$ cat src/rtl/prewish5k_pkg.sv
// Shared definitions for the prewish5k top level.
// - Channel indices used for the per-channel gate bits and duty arrays.
// - Default PWM and prescaler widths.
// - Load handshake state type for rgb_pwm_gen.
package prewish5k_pkg;

    // Gate bit / array index per colour channel
    localparam int unsigned CH_R = 2;
    localparam int unsigned CH_G = 1;
    localparam int unsigned CH_B = 0;

    localparam int unsigned DEFAULT_PWM_BITS      = 8;
    localparam int unsigned DEFAULT_PRESCALE_BITS = 4;

    // The state bit doubles as the o_pending output
    typedef enum logic {
        StIdle    = 1'b0,
        StPending = 1'b1
    } load_state_e;

endpackage

$ cat src/rtl/pwm_tick_div.sv
// PWM step prescaler: free-running counter that wraps every 2^PRESCALE_BITS clocks.
// Ports:
//   i_clk   - system clock
//   i_reset - synchronous active-high reset, clears the counter
//   o_tick  - high on the last clock of each PWM step (counter at its maximum)
module pwm_tick_div #(
    parameter int unsigned PRESCALE_BITS = 4
) (
    input  logic i_clk,
    input  logic i_reset,
    output logic o_tick
);

    localparam logic [PRESCALE_BITS-1:0] PRE_ONE = PRESCALE_BITS'(1);
    localparam logic [PRESCALE_BITS-1:0] PRE_MAX = '1;

    logic [PRESCALE_BITS-1:0] pre_cnt_q;

    always_ff @(posedge i_clk) begin
        if (i_reset) begin
            pre_cnt_q <= '0;
        end else begin
            // Wraps naturally from max back to 0
            pre_cnt_q <= pre_cnt_q + PRE_ONE;
        end
    end

    assign o_tick = (pre_cnt_q == PRE_MAX);

endmodule

$ cat src/rtl/rgb_pwm_gen.sv
// Three-channel PWM generator feeding the RGB LED driver's PWM inputs.
// Duties are written to a shadow register by a one-cycle load strobe and
// committed to the active register only at a PWM period boundary.
// Ports:
//   i_clk, i_reset             - clock, synchronous active-high reset
//   i_duty_r/g/b               - duty values, captured when i_load = 1
//   i_load                     - one-cycle strobe capturing all three duties
//   i_gate[2:0]                - per-channel enable (bit 2 = r, 1 = g, 0 = b)
//   o_pending                  - a shadow load waits for the period boundary
//   o_pwm_r/g/b                - registered PWM outputs, active high
//   o_period_start             - pulse on the first output cycle of a new period
module rgb_pwm_gen
    import prewish5k_pkg::*;
#(
    parameter int unsigned PWM_BITS      = DEFAULT_PWM_BITS,
    parameter int unsigned PRESCALE_BITS = DEFAULT_PRESCALE_BITS
) (
    input  logic                i_clk,
    input  logic                i_reset,
    input  logic [PWM_BITS-1:0] i_duty_r,
    input  logic [PWM_BITS-1:0] i_duty_g,
    input  logic [PWM_BITS-1:0] i_duty_b,
    input  logic                i_load,
    input  logic [2:0]          i_gate,
    output logic                o_pending,
    output logic                o_pwm_r,
    output logic                o_pwm_g,
    output logic                o_pwm_b,
    output logic                o_period_start
);

    localparam logic [PWM_BITS-1:0] CNT_ONE = PWM_BITS'(1);
    localparam logic [PWM_BITS-1:0] CNT_MAX = '1;

    logic                     tick;
    logic                     boundary;
    logic [PWM_BITS-1:0]      pwm_cnt_q;
    logic [2:0][PWM_BITS-1:0] duty_in;
    logic [2:0][PWM_BITS-1:0] shadow_q;
    logic [2:0][PWM_BITS-1:0] active_q;
    logic [2:0]               pwm_q;
    logic                     boundary_q;
    logic                     period_start_q;
    load_state_e              state_q;

    pwm_tick_div #(
        .PRESCALE_BITS(PRESCALE_BITS)
    ) u_tick_div (
        .i_clk  (i_clk),
        .i_reset(i_reset),
        .o_tick (tick)
    );

    always_comb begin
        duty_in       = '0;
        duty_in[CH_R] = i_duty_r;
        duty_in[CH_G] = i_duty_g;
        duty_in[CH_B] = i_duty_b;
    end

    // Last clock of the last step: pwm_cnt wraps on this edge
    assign boundary = tick && (pwm_cnt_q == CNT_MAX);

    // Counter, compare and period-start pipeline
    always_ff @(posedge i_clk) begin
        if (i_reset) begin
            pwm_cnt_q      <= '0;
            pwm_q          <= '0;
            boundary_q     <= 1'b0;
            period_start_q <= 1'b0;
        end else begin
            if (tick) begin
                pwm_cnt_q <= pwm_cnt_q + CNT_ONE;
            end
            for (int ch = 0; ch < 3; ch++) begin
                pwm_q[ch] <= i_gate[ch] && (pwm_cnt_q < active_q[ch]);
            end
            // boundary_q marks the cycle pwm_cnt reads 0; the outputs show
            // that count one cycle later, so the pulse is delayed once more.
            boundary_q     <= boundary;
            period_start_q <= boundary_q;
        end
    end

    // Load handshake: shadow captures on every load, active takes the shadow
    // contents held before this edge when a boundary hits while pending.
    always_ff @(posedge i_clk) begin
        if (i_reset) begin
            state_q  <= StIdle;
            shadow_q <= '0;
            active_q <= '0;
        end else begin
            unique case (state_q)
                StIdle: begin
                    if (i_load) begin
                        shadow_q <= duty_in;
                        state_q  <= StPending;
                    end
                end
                StPending: begin
                    if (boundary) begin
                        active_q <= shadow_q;
                    end
                    if (i_load) begin
                        shadow_q <= duty_in;
                    end else if (boundary) begin
                        state_q <= StIdle;
                    end
                end
                default: state_q <= StIdle;
            endcase
        end
    end

    assign o_pending      = (state_q == StPending);
    assign o_pwm_r        = pwm_q[CH_R];
    assign o_pwm_g        = pwm_q[CH_G];
    assign o_pwm_b        = pwm_q[CH_B];
    assign o_period_start = period_start_q;

endmodule

$ cat config.mk
export PLATFORM = sky130hd
export DESIGN_NAME = rgb_pwm_gen
export DESIGN_NICKNAME = d
export VERILOG_FILES = /design/src/rtl/prewish5k_pkg.sv /design/src/rtl/pwm_tick_div.sv /design/src/rtl/rgb_pwm_gen.sv
export SDC_FILE = /design/constraint.sdc
export NUM_CORES = 1
export LEC_CHECK = 0
export ABC_AREA = 0
export BUFFER_PORTS_ARGS = -buffer_cell sky130_fd_sc_hd__buf_2
export CAP_MARGIN = 25
export CORE_ASPECT_RATIO = 0.8
export CORE_UTILIZATION = 40
export DETAILED_ROUTE_END_ITERATION = 6
export SETUP_SLACK_MARGIN = 0.3
export SLEW_MARGIN = 0
export SYNTH_ARGS = -nofsm -noshare
export SYNTH_HDL_FRONTEND = slang
export SYNTH_SLANG_ARGS = --single-unit
$ cat constraint.sdc
create_clock -name i_clk -period 3.7 [get_ports i_clk]
set_clock_uncertainty 0.05 [all_clocks]
set_input_delay 0.37 -clock i_clk [delete_from_list [all_inputs] [get_ports i_clk]]
set_output_delay 0.37 -clock i_clk [all_outputs]
set_load 0.01 [all_outputs]
==> results.toml <==
[pwr]
pwr-share-clk_pct = 40.2
swShare_pct = 22.4
p_leak_uw = 0.00141
p_switching_uw = 307
pwr-share-seq_pct = 54.1
power_density_mw_per_mm2 = 386
intPower_uw = 1060
power_frac_comb_pct = 5.7
irDropWorstVdd_mv = 0.182

[floorplanning]
die_y_um = 81.1
design.die.area_mm2 = 0.00818
core-area_mm2 = 0.00750
rows = 28
ios = 35
die_w_um = 101
start_util_pct = 41.7

[finish]
nNetsFinal = 405
diodes = 0
syn_to_final_growth_pct = 13.3
drive_above_1_share_pct = 16.3
final_cell_mix = "dfxtp_1, mux2i_1, nand2b_1"
mostFrequentLayoutCell = "dfxtp_1"

[clock_tree]
cts_num_sinks = 66
cts_buffers = 9
post-cts-setup-buffer-count = 0
cts_resized = 0
htreeDepth = 3
clock_latency_ns = 0.35
holdBufCountCts = 0
clkTransAtPathRegs_ns = 0.07
cts_tree = "built"
clockRootBuffer = "clkbuf_8"
clock_path_buffers = 2

[logic_synthesis]
synth.yosys.seq_area_share_pct = 42.2
syn_inst = 321
synth.distinct_cells = 32
syn-cell-area_mm2 = 0.00313
synth.avg_cell_area_um2 = 9.74
synth-seq-cells = 66
yosysWarnings = 0
synth_nets = 374

[detailed_routing]
wl_per_cell_um = 12.0
drtAntennaViolNets = 0
drcViolationCount = 0
dr.pass1.iters = 5
avgViaCountPerCell = 4.64
num_vias = 2134
finalWirelength_um = 5540
initialDrtViolationCount = 64

[outcome]
outcome = "completed"

[worst_hold_path]
hp-class = "input pin to flip-flop"
min-delay-start = "i_duty_b[0]"
hold_path_depth = 3
min_to = "shadow_q[0]$_SDFFE_PP0P_"

[sta]
worst_pin_slew_ns = 0.861
setup_tns_ns = 0
hold_violations = 0
setup_viol = 0
grt_setup_unrepaired = "no"
fin_crit_ns = 2.15
max_freq_mhz = 465
slew_viol_final = 0
slew_headroom_pct = 42.6
fin_crit_sh_pct = 58.1
worst_hold_slack_ns = 0.207

[critical_path]
worstPathRequired_ns = 3.92
worst-path-max-fanout = 22
worstReg2RegEnd = "active_q[15]$_SDFFE_PP0P_"
cp_slowest_cell = "nor4_4"
cp-end-kind = "flip-flop"
r2r_cells = 5
critPathMaxStageDelay_ns = 0.41
cp-start-kind = "flip-flop"
arrival_ns = 2.37
r2r_slack_ns = 1.55
worstSetupPathType = "flip-flop to flip-flop"
reg2reg_from = "u_tick_div.pre_cnt_q[0]$_SDFF_PP0_"
crit_chain = "ha_1 > nand3_1 > nor4_4 > buf_4 > mux2i_1"

[grt]
grt_max_degree = 63
grt_first_pass_wirelength_um = 9430
grt_overflow = 0
grt_usage_pct = 15.4
grt_pass1_vias = 2046
antenna_found_initial = 0

[placement]
dp_hpwl_um = 3710
gp_congestion = 0.761
port_buffers = 34

[run]
cap_viol_max_count = 0
-- registers in the layout, summed over array words and instances (netlist names) --
register and count:
active_q 24, shadow_q 24, pwm_cnt_q 8, u_tick_div.pre_cnt_q 4, pwm_q 3, boundary_q 1, o_pending 1, o_period_start 1
-- cell families after synthesis --
group	count (synthesis)	synth area share (%)
compound gates	28	5.80
xor+xnor	4	1.12
fa+ha+maj	23	9.20
buf+inv	42	5.60
flops	66	42.2
mux	50	16.0
simple gates	108	20.0
-- Yosys cell counts, drive strengths merged --
cell	count	share of area [%]
clkbuf	11	1.3
or3	1	0.24
and4	1	0.28
nand3	6	0.96
o31ai	3	0.72
nor3b	3	0.72
xnor2	2	0.56
nor2b	3	0.60
xor2	2	0.56
nand4	1	0.68
o21ai	7	1.1
nor4	2	0.88
mux2	1	0.36
buf	5	1.2
nand2	6	0.72
a2111oi	3	0.84
ha	23	9.2
o211ai	3	0.72
o41ai	1	0.28
or4	3	0.76
inv	26	3.1
dfxtp	66	42
nor2	31	3.7
a221oi	3	0.84
or3b	3	0.84
nand2b	48	9.6
mux2i	49	16
a21oi	8	1.3
-- worst max path at each step --
stage | startpoint | endpoint | slack (ns) | cells after the start
5_1_grt | u_tick_div.pre_cnt_q[0]$_SDFF_PP0_ | active_q[18]$_SDFFE_PP0P_ | 1.36 | 5
2_1_floorplan | u_tick_div.pre_cnt_q[0]$_SDFF_PP0_ | active_q[0]$_SDFFE_PP0P_ | 2.08 | 5
3_5_place_dp | u_tick_div.pre_cnt_q[0]$_SDFF_PP0_ | active_q[14]$_SDFFE_PP0P_ | 1.53 | 5
3_3_place_gp | u_tick_div.pre_cnt_q[0]$_SDFF_PP0_ | active_q[22]$_SDFFE_PP0P_ | 1.64 | 5
6_report | u_tick_div.pre_cnt_q[0]$_SDFF_PP0_ | active_q[15]$_SDFFE_PP0P_ | 1.55 | 5
4_1_cts | u_tick_div.pre_cnt_q[0]$_SDFF_PP0_ | active_q[20]$_SDFFE_PP0P_ | 1.50 | 5
-- power by group through the flow --
stage	Combinational, µW	Sequential (µW)	Clock, µW
finish	78.1	740	550
detailed placement	79.6	756	0
global route	89.3	742	598
floorplan	56.3	754	0
CTS	80.0	740	575
global placement	79.0	755	0
-- critical path, delay by kind of cell (launching register included) --
family	cells	cell delay (ns)
adder cells (fa/ha/maj)	1	0.21
buffers and inverters	1	0.41
flip-flops	1	0.36
multiplexers	1	0.24
AND/OR/NAND/NOR	2	0.78
-- layout make-up --
type	instances	area, µm²
multi-input cells	213	1630
repair buffers	36	185
clock buffers	12	165
flip-flops and latches	66	1320
fillers	772	3950
well taps	105	131
clock inverters	2	12.5
inverters	26	97.6
-- routing by layer --
layer	GRT usage, %	up-vias	part of all wire, %
met5	0	-	0
met4	5.80	0	0.51
met3	6.20	4	6.6
met2	23.6	51	44
met1	19.4	937	49
li1	-	1142	-
-- stage by stage --
stage | utilization [%] | worst slack (ns) | instances | cell area, µm² | total power (µW)
6_report | 47.3 | 1.55 | 460 | 3540 | 1370
5_1_grt | 47.3 | 1.36 | 460 | 3540 | 1430
4_1_cts | 47.3 | 1.50 | 460 | 3540 | 1390
3_5_place_dp | 44.9 | 1.53 | 446 | 3370 | 836
3_3_place_gp | 44.9 | 1.64 | 446 | 3370 | 834
2_1_floorplan | - | 2.08 | 321 | 3130 | 810
(Power assumes the default switching activity.)
